$ cat config.mk
export PLATFORM = sky130hd
export DESIGN_NAME = hazard_ctrl
export DESIGN_NICKNAME = d
export VERILOG_FILES = /design/src/rtl/hazard_ctrl.sv
export SDC_FILE = /design/constraint.sdc
export NUM_CORES = 1
export LEC_CHECK = 0
export ABC_CLOCK_PERIOD_IN_PS = 3150
export CAP_MARGIN = 20
export CORE_MARGIN = 4
export CORE_UTILIZATION = 38
export DETAILED_ROUTE_END_ITERATION = 6
export HOLD_SLACK_MARGIN = 0.08
export PLACE_DENSITY = 0.82
export RECOVER_POWER = 50
export SKIP_LAST_GASP = 1
export SLEW_MARGIN = 20
export SYNTH_ARGS = -nofsm -noshare
export SYNTH_HDL_FRONTEND = slang
export SYNTH_SLANG_ARGS = --single-unit
$ cat constraint.sdc
create_clock -name clk -period 3.15 [get_ports clk]
set_clock_uncertainty 0.05 [all_clocks]
set_input_delay 0.63 -clock clk [delete_from_list [all_inputs] [get_ports clk]]
set_output_delay 0.63 -clock clk [all_outputs]
set_load 0.05 [all_outputs]
$ cat src/rtl/hazard_ctrl.sv
// Pipeline hazard controller: stall/flush/redirect sequencing for the fetch, decode
// and execute registers, plus saturating stall and redirect counters.
module hazard_ctrl #(
    parameter int unsigned AWIDTH           = 32,
    parameter int unsigned REDIRECT_BUBBLES = 1,
    parameter int unsigned CNT_WIDTH        = 16
) (
    input  logic                 clk,
    input  logic                 rst,
    input  logic [4:0]           id_rs1_i,
    input  logic [4:0]           id_rs2_i,
    input  logic                 id_uses_rs1_i,
    input  logic                 id_uses_rs2_i,
    input  logic [4:0]           ex_rd_i,
    input  logic                 ex_is_load_i,
    input  logic                 ex_br_taken_i,
    input  logic [AWIDTH-1:0]    ex_br_target_i,
    input  logic                 mem_busy_i,
    output logic                 stall_f_o,
    output logic                 stall_d_o,
    output logic                 stall_e_o,
    output logic                 flush_d_o,
    output logic                 flush_e_o,
    output logic                 redirect_o,
    output logic [AWIDTH-1:0]    redirect_pc_o,
    output logic [CNT_WIDTH-1:0] stall_cnt_o,
    output logic [CNT_WIDTH-1:0] redir_cnt_o
);

    localparam logic [0:0] ST_RUN      = 1'b0;
    localparam logic [0:0] ST_REDIRECT = 1'b1;
    localparam logic [1:0] BUBBLES     = 2'(REDIRECT_BUBBLES);

    logic [0:0]           state_q, state_d;
    logic [1:0]           bcnt_q, bcnt_d;
    logic [CNT_WIDTH-1:0] stall_cnt_q, stall_cnt_d;
    logic [CNT_WIDTH-1:0] redir_cnt_q, redir_cnt_d;
    logic                 luh;

    always_comb begin
        luh = ex_is_load_i && (ex_rd_i != 5'd0) &&
              ((id_uses_rs1_i && (id_rs1_i == ex_rd_i)) ||
               (id_uses_rs2_i && (id_rs2_i == ex_rd_i)));
    end

    // Priority: rst > mem_busy > redirect bubbles > taken branch > load-use.
    always_comb begin
        stall_f_o  = 1'b0;
        stall_d_o  = 1'b0;
        stall_e_o  = 1'b0;
        flush_d_o  = 1'b0;
        flush_e_o  = 1'b0;
        redirect_o = 1'b0;
        state_d    = state_q;
        bcnt_d     = bcnt_q;
        if (rst) begin
            state_d = ST_RUN;
            bcnt_d  = 2'd0;
        end else if (mem_busy_i) begin
            stall_f_o = 1'b1;
            stall_d_o = 1'b1;
            stall_e_o = 1'b1;
        end else if (state_q == ST_REDIRECT) begin
            flush_d_o = 1'b1;
            bcnt_d    = bcnt_q - 2'd1;
            if (bcnt_q == 2'd1) begin
                state_d = ST_RUN;
            end
        end else if (ex_br_taken_i) begin
            redirect_o = 1'b1;
            flush_d_o  = 1'b1;
            flush_e_o  = 1'b1;
            if (BUBBLES != 2'd0) begin
                state_d = ST_REDIRECT;
                bcnt_d  = BUBBLES;
            end
        end else if (luh) begin
            stall_f_o = 1'b1;
            stall_d_o = 1'b1;
            flush_e_o = 1'b1;
        end
    end

    always_comb begin
        redirect_pc_o = redirect_o ? ex_br_target_i : '0;
        stall_cnt_d   = stall_cnt_q;
        redir_cnt_d   = redir_cnt_q;
        if (stall_f_o && (stall_cnt_q != '1)) begin
            stall_cnt_d = stall_cnt_q + 1'b1;
        end
        if (redirect_o && (redir_cnt_q != '1)) begin
            redir_cnt_d = redir_cnt_q + 1'b1;
        end
    end

    always_ff @(posedge clk) begin
        if (rst) begin
            state_q     <= ST_RUN;
            bcnt_q      <= 2'd0;
            stall_cnt_q <= '0;
            redir_cnt_q <= '0;
        end else begin
            state_q     <= state_d;
            bcnt_q      <= bcnt_d;
            stall_cnt_q <= stall_cnt_d;
            redir_cnt_q <= redir_cnt_d;
        end
    end

    assign stall_cnt_o = stall_cnt_q;
    assign redir_cnt_o = redir_cnt_q;

endmodule

Word level (Yosys, flattened, before mapping)
Index checks and enable logic that the tools add are counted.

storage, ports and cells
  flip-flop bits (word level) = 35
  input port bits = 54
  output and inout bits = 70
  word-level logic and storage cells = 46

cells by class
  add/sub/neg operators = 3
  eq/ne operators = 5
  multiplexer cells = 23
  bitwise logic cells = 1
  reduce and logical (&&, ||, !) cells = 10

operators by type and width
  operator                 count
  $add A16 B1 Y16 const B  2
  $mux W32                 1
  $ne A16 B16 Y1 const B   2
  $mux W1                  20
  $eq A5 B5 Y1             2
  $logic_and A1 B1 Y1      6
  $reduce_bool A5 Y1       1
  $mux W2                  2
  $eq A2 B1 Y1 const B     1
  $reduce_and A2 Y1        1
  $reduce_bool A2 Y1       1
  $sub A2 B1 Y2 const B    1
  $logic_or A1 B1 Y1       1
  $not A1 Y1               1

Depth between registers and ports, before layout
  depth after elaboration = 10
  depth in mapped cells = 9
  gate-level depth less buffers = 7

Worst setup path before layout
No wires, ideal clock.

  kind = input-to-output
  from = input mem_busy_i
  to = output stall_f_o
  arrival = 2448 ps
  data required time = 2470 ps
  slack = 22 ps
  cell stages on the path = 7
  path buffers = 3
  cell sequence = inv_1 > nor2_1 > a21oi_4 > buf_6 > buf_6 > inv_1 > buf_4

between the ends
  cells in the longest elaborated chain, start to end = 2

RTL lines
  element                RTL line  text
  start, declared        18        input logic mem_busy_i,
  $mux W1 (2 in series)  --
  end, declared          19        output logic stall_f_o,

No other way between the ends.

Worst setup path in the final report
  from = input ex_rd_i[2]
  to = output stall_d_o

between the ends
  cells in the longest elaborated chain, start to end = 9

RTL lines
  element                                 RTL line  text
  start, declared                         14        input logic [4:0] ex_rd_i,
  $eq A5 B5 Y1 (on tied branches)         42, 43
  $logic_and A1 B1 Y1 (on tied branches)  42, 43
  $logic_or A1 B1 Y1                      42        ((id_uses_rs1_i && (id_rs1_i == ex_rd_i)) ||
  $logic_and A1 B1 Y1 (*)                 41        luh = ex_is_load_i && (ex_rd_i != 5'd0) &&
  $mux W1 (*)                             77        end else if (luh) begin
  $mux W1 (*)                             69        end else if (ex_br_taken_i) begin
  $mux W1 (*)                             63        end else if (state_q == ST_REDIRECT) begin
  $mux W1 (*)                             59        end else if (mem_busy_i) begin
  $mux W1 (*)                             56        if (rst) begin
  end, declared                           20        output logic stall_d_o,

Mark *: on every way between the ends. The rest lies on a longest branch, timed or not.

==> results.py <==
metrics = {
    "run_status": {
        "status": "completed",
    },
    "synth": {
        "ys_seq_area_share_pct": 33.0,
        "yosys.area.top_type_share_pct": 33.0,
        "synth.most_common_cell": "and3_1",
        "synth_area_leaders": "dfxtp_1 (33%), and3_1 (12%), xor2_1 (5.8%)",
        "synth_fp_nets": 319,
        "postSynthAreaPerCell_um2": 8.11,
        "yosysUniqueCellTypes": 44,
        "synth_area_mm2": 0.00212,
        "synth_warnings": 0,
        "async_reset_ff_share_pct": 0,
        "synth_cells": 262,
        "yosys_register_bits": 35,
        "synth_commonest_cells": "and3_1 (41), dfxtp_1 (35), nor2_1 (29), xor2_1 (14)",
        "synth_top_area_cell": "dfxtp_1",
        "synth_edf_count": 0,
        "ys.flop_type": "dfxtp_1",
    },
    "min_path": {
        "min-delay-start": "bcnt_q[1]$_SDFFE_PP0P_",
        "min_path_type": "flip-flop to flip-flop",
        "hold_end": "bcnt_q[1]$_SDFFE_PP0P_",
        "min_path_cells": 2,
    },
    "global_route": {
        "grt-ovfl-total": 0,
        "grt.total_usage_pct": 19.1,
        "grt_max_degree": 37,
        "grt_pass1_wl_um": 10200,
        "use_met3_pct": 5.83,
        "grt_pass1_vias": 2167,
        "gr-max-usage-layer": "met2",
        "use_met2_pct": 35.7,
        "antenna_found_initial": 0,
        "use_met1_pct": 20.9,
    },
    "die": {
        "fp.coreArea_mm2": 0.00527,
        "die_h_um": 82.8,
        "placementRows": 26,
        "die_w_um": 82.8,
        "pin_count": 124,
        "dieArea_mm2": 0.00685,
        "start_util_pct": 40.3,
    },
    "setup_path": {
        "r2r_slack_ps": 830,
        "slowest_delay_ps": 560,
        "worstSetupStartpointType": "primary input",
        "rr_endpoint": "stall_cnt_o[15]$_SDFFE_PP0P_",
        "rr_worst_depth": 6,
        "cp_slowest_cell": "or4_1",
        "arrival_ps": 2380,
        "crit_required_ps": 2470,
        "criticalPathCategory": "primary input to primary output",
        "crit-reg2reg-launch": "stall_cnt_o[6]$_SDFFE_PP0P_",
        "crit_path_end_kind": "primary output",
        "cp_max_fo": 3,
        "path_cells": "clkdlybuf4s50_1, or4_1, o21ai_2, nor4_2, a21oi_4, inv_1, buf_4",
    },
    "timing": {
        "fin_ws_ps": 88.1,
        "hold_viol_final": 0,
        "fin_crit_ps": 3060,
        "setup_viol": 0,
        "maxSlewHeadroom_pct": 51.9,
        "finalSetupTns_ps": 0,
        "tightest_slew_ps": 722,
        "rsz0062_at_grt": "no",
        "post-route-period-util_pct": 97.2,
        "report.final.slew_viol_count": 0,
        "max_freq_ghz": 0.327,
    },
    "pwr": {
        "finalPower_w": 0.00103,
        "ir_worst_vdd_uv": 371,
        "p_leak_nw": 1.63,
        "powerDensity_mw_per_mm2": 269,
    },
    "clock_network": {
        "clock_latency_ps": 270,
        "htree_levels": 2,
        "post_cts_buffers": 0,
        "ctsLongestPathBuffers": 2,
        "ctsRootBufferMaster": "clkbuf_8",
        "post_cts_resized": 0,
        "tritoncts": "yes",
        "numCtsBuffers": 5,
        "clock_sinks": 35,
        "path_clk_slew_ps": 70,
        "hold_buffers": 0,
    },
    "drt": {
        "drtIter0Drc": 54,
        "via_per_inst": 5.28,
        "drt-wirelength-per-cell_um": 15.9,
        "num_vias": 2366,
        "first_pass_iters": 4,
        "drt-total-wl_um": 7120,
        "postRouteAntennaNets": 0,
        "drc_errors": 0,
    },
    "place": {
        "dp_hpwl_um": 5570,
        "pre_cts_slack_ps": 88.9,
        "gp_congestion": 0.778,
        "portBuffers": 123,
    },
    "final_layout": {
        "layout-drive-gt1-share_pct": 15.3,
        "nets": 434,
        "nFillCells": 420,
        "n_antenna_cell": 0,
        "areaGrowthSynthToFinish_pct": 79.7,
    },
    "run": {
        "drv_cap": 0,
    },
}
-- registers in the layout (all words and copies together) (netlist names) --
name	flops
redir_cnt_o	16
bcnt_q	2
state_q	1
stall_cnt_o	16
-- report_power, final --
part	internal, W	switching, W
combinational	0.000138	0.000132
sequential	0.000447	0.00000517
clock	0.000155	0.000150
-- routing by layer --
layer | vias to the layer above | share of wire, % | wire, um
met2 | 96 | 51 | 3660
met5 | - | 0 | 0
li1 | 1164 | - | -
met1 | 1102 | 37 | 2630
met3 | 4 | 11 | 786
met4 | 0 | 0.72 | 51
-- how the worst max path moves through the flow --
| stage | startpoint | endpoint | slack [ps] |
|---|---|---|---|
| finish | ex_rd_i[2] | stall_d_o | 90 |
| global route | mem_busy_i | redir_cnt_o[14]$_SDFFE_PP0P_ | 30 |
| CTS | ex_rd_i[2] | stall_d_o | 90 |
| detailed placement | ex_rd_i[2] | stall_d_o | 90 |
| global placement | ex_rd_i[2] | flush_e_o | 130 |
| floorplan | mem_busy_i | stall_f_o | 20 |
-- critical path, delay by kind of cell --
family          cells  cell delay (ps)
buf+inv             3              750
compound gates      2              360
simple gates        2              630
-- area by class of cell --
| type | count | area [um^2] | area share [%] |
|---|---|---|---|
| timing repair buffer | 129 | 1630 | 42.6 |
| sequential | 35 | 701 | 18.3 |
| inverter | 7 | 26.3 | 0.688 |
| clock inverter | 1 | 5.00 | 0.131 |
| clock buffer | 7 | 76.3 | 2.00 |
| tap | 70 | 87.6 | 2.29 |
| multi-input combinational | 199 | 1300 | 34.0 |
-- kinds of logic (layout without fill, tap and decap cells) --
kind of cell	after synthesis	after routing	synth area share [%]
muxes	7	7	3.77
DFF	35	35	33.0
adders and majority gates	3	3	1.77
AOI/OAI and AO/OA	30	30	10.2
and+or+nand+nor	134	134	34.7
buffers and inverters	28	144	6.18
xor gates and xnor gates	25	25	10.3
-- stage by stage --
step	cells	hold WS [ps]	instance area, um^2	util, %
2_1_floorplan	262	394	2120	-
3_3_place_gp	440	408	3740	71.0
3_5_place_dp	440	419	3740	71.0
4_1_cts	448	430	3820	72.6
5_1_grt	448	461	3820	72.5
6_report	448	426	3820	72.5
-- cells in the final DEF (no fill, tap or decap), drive strengths merged, types with 4 or more instances in the layout --
master         count
dfxtp             35
xnor2             11
mux2               5
a21oi             10
inv                7
and3              41
clkbuf             9
buf               42
o31ai              4
nor2              29
nand2             13
nor4               5
clkdlybuf4s50     52
nor3               4
or4                6
xor2              14
dlygate4sd3       33
nor2b              5
nand3             10
o21ai              4
nand4             13
o41ai              4
Power figures use the tool's default switching activity.
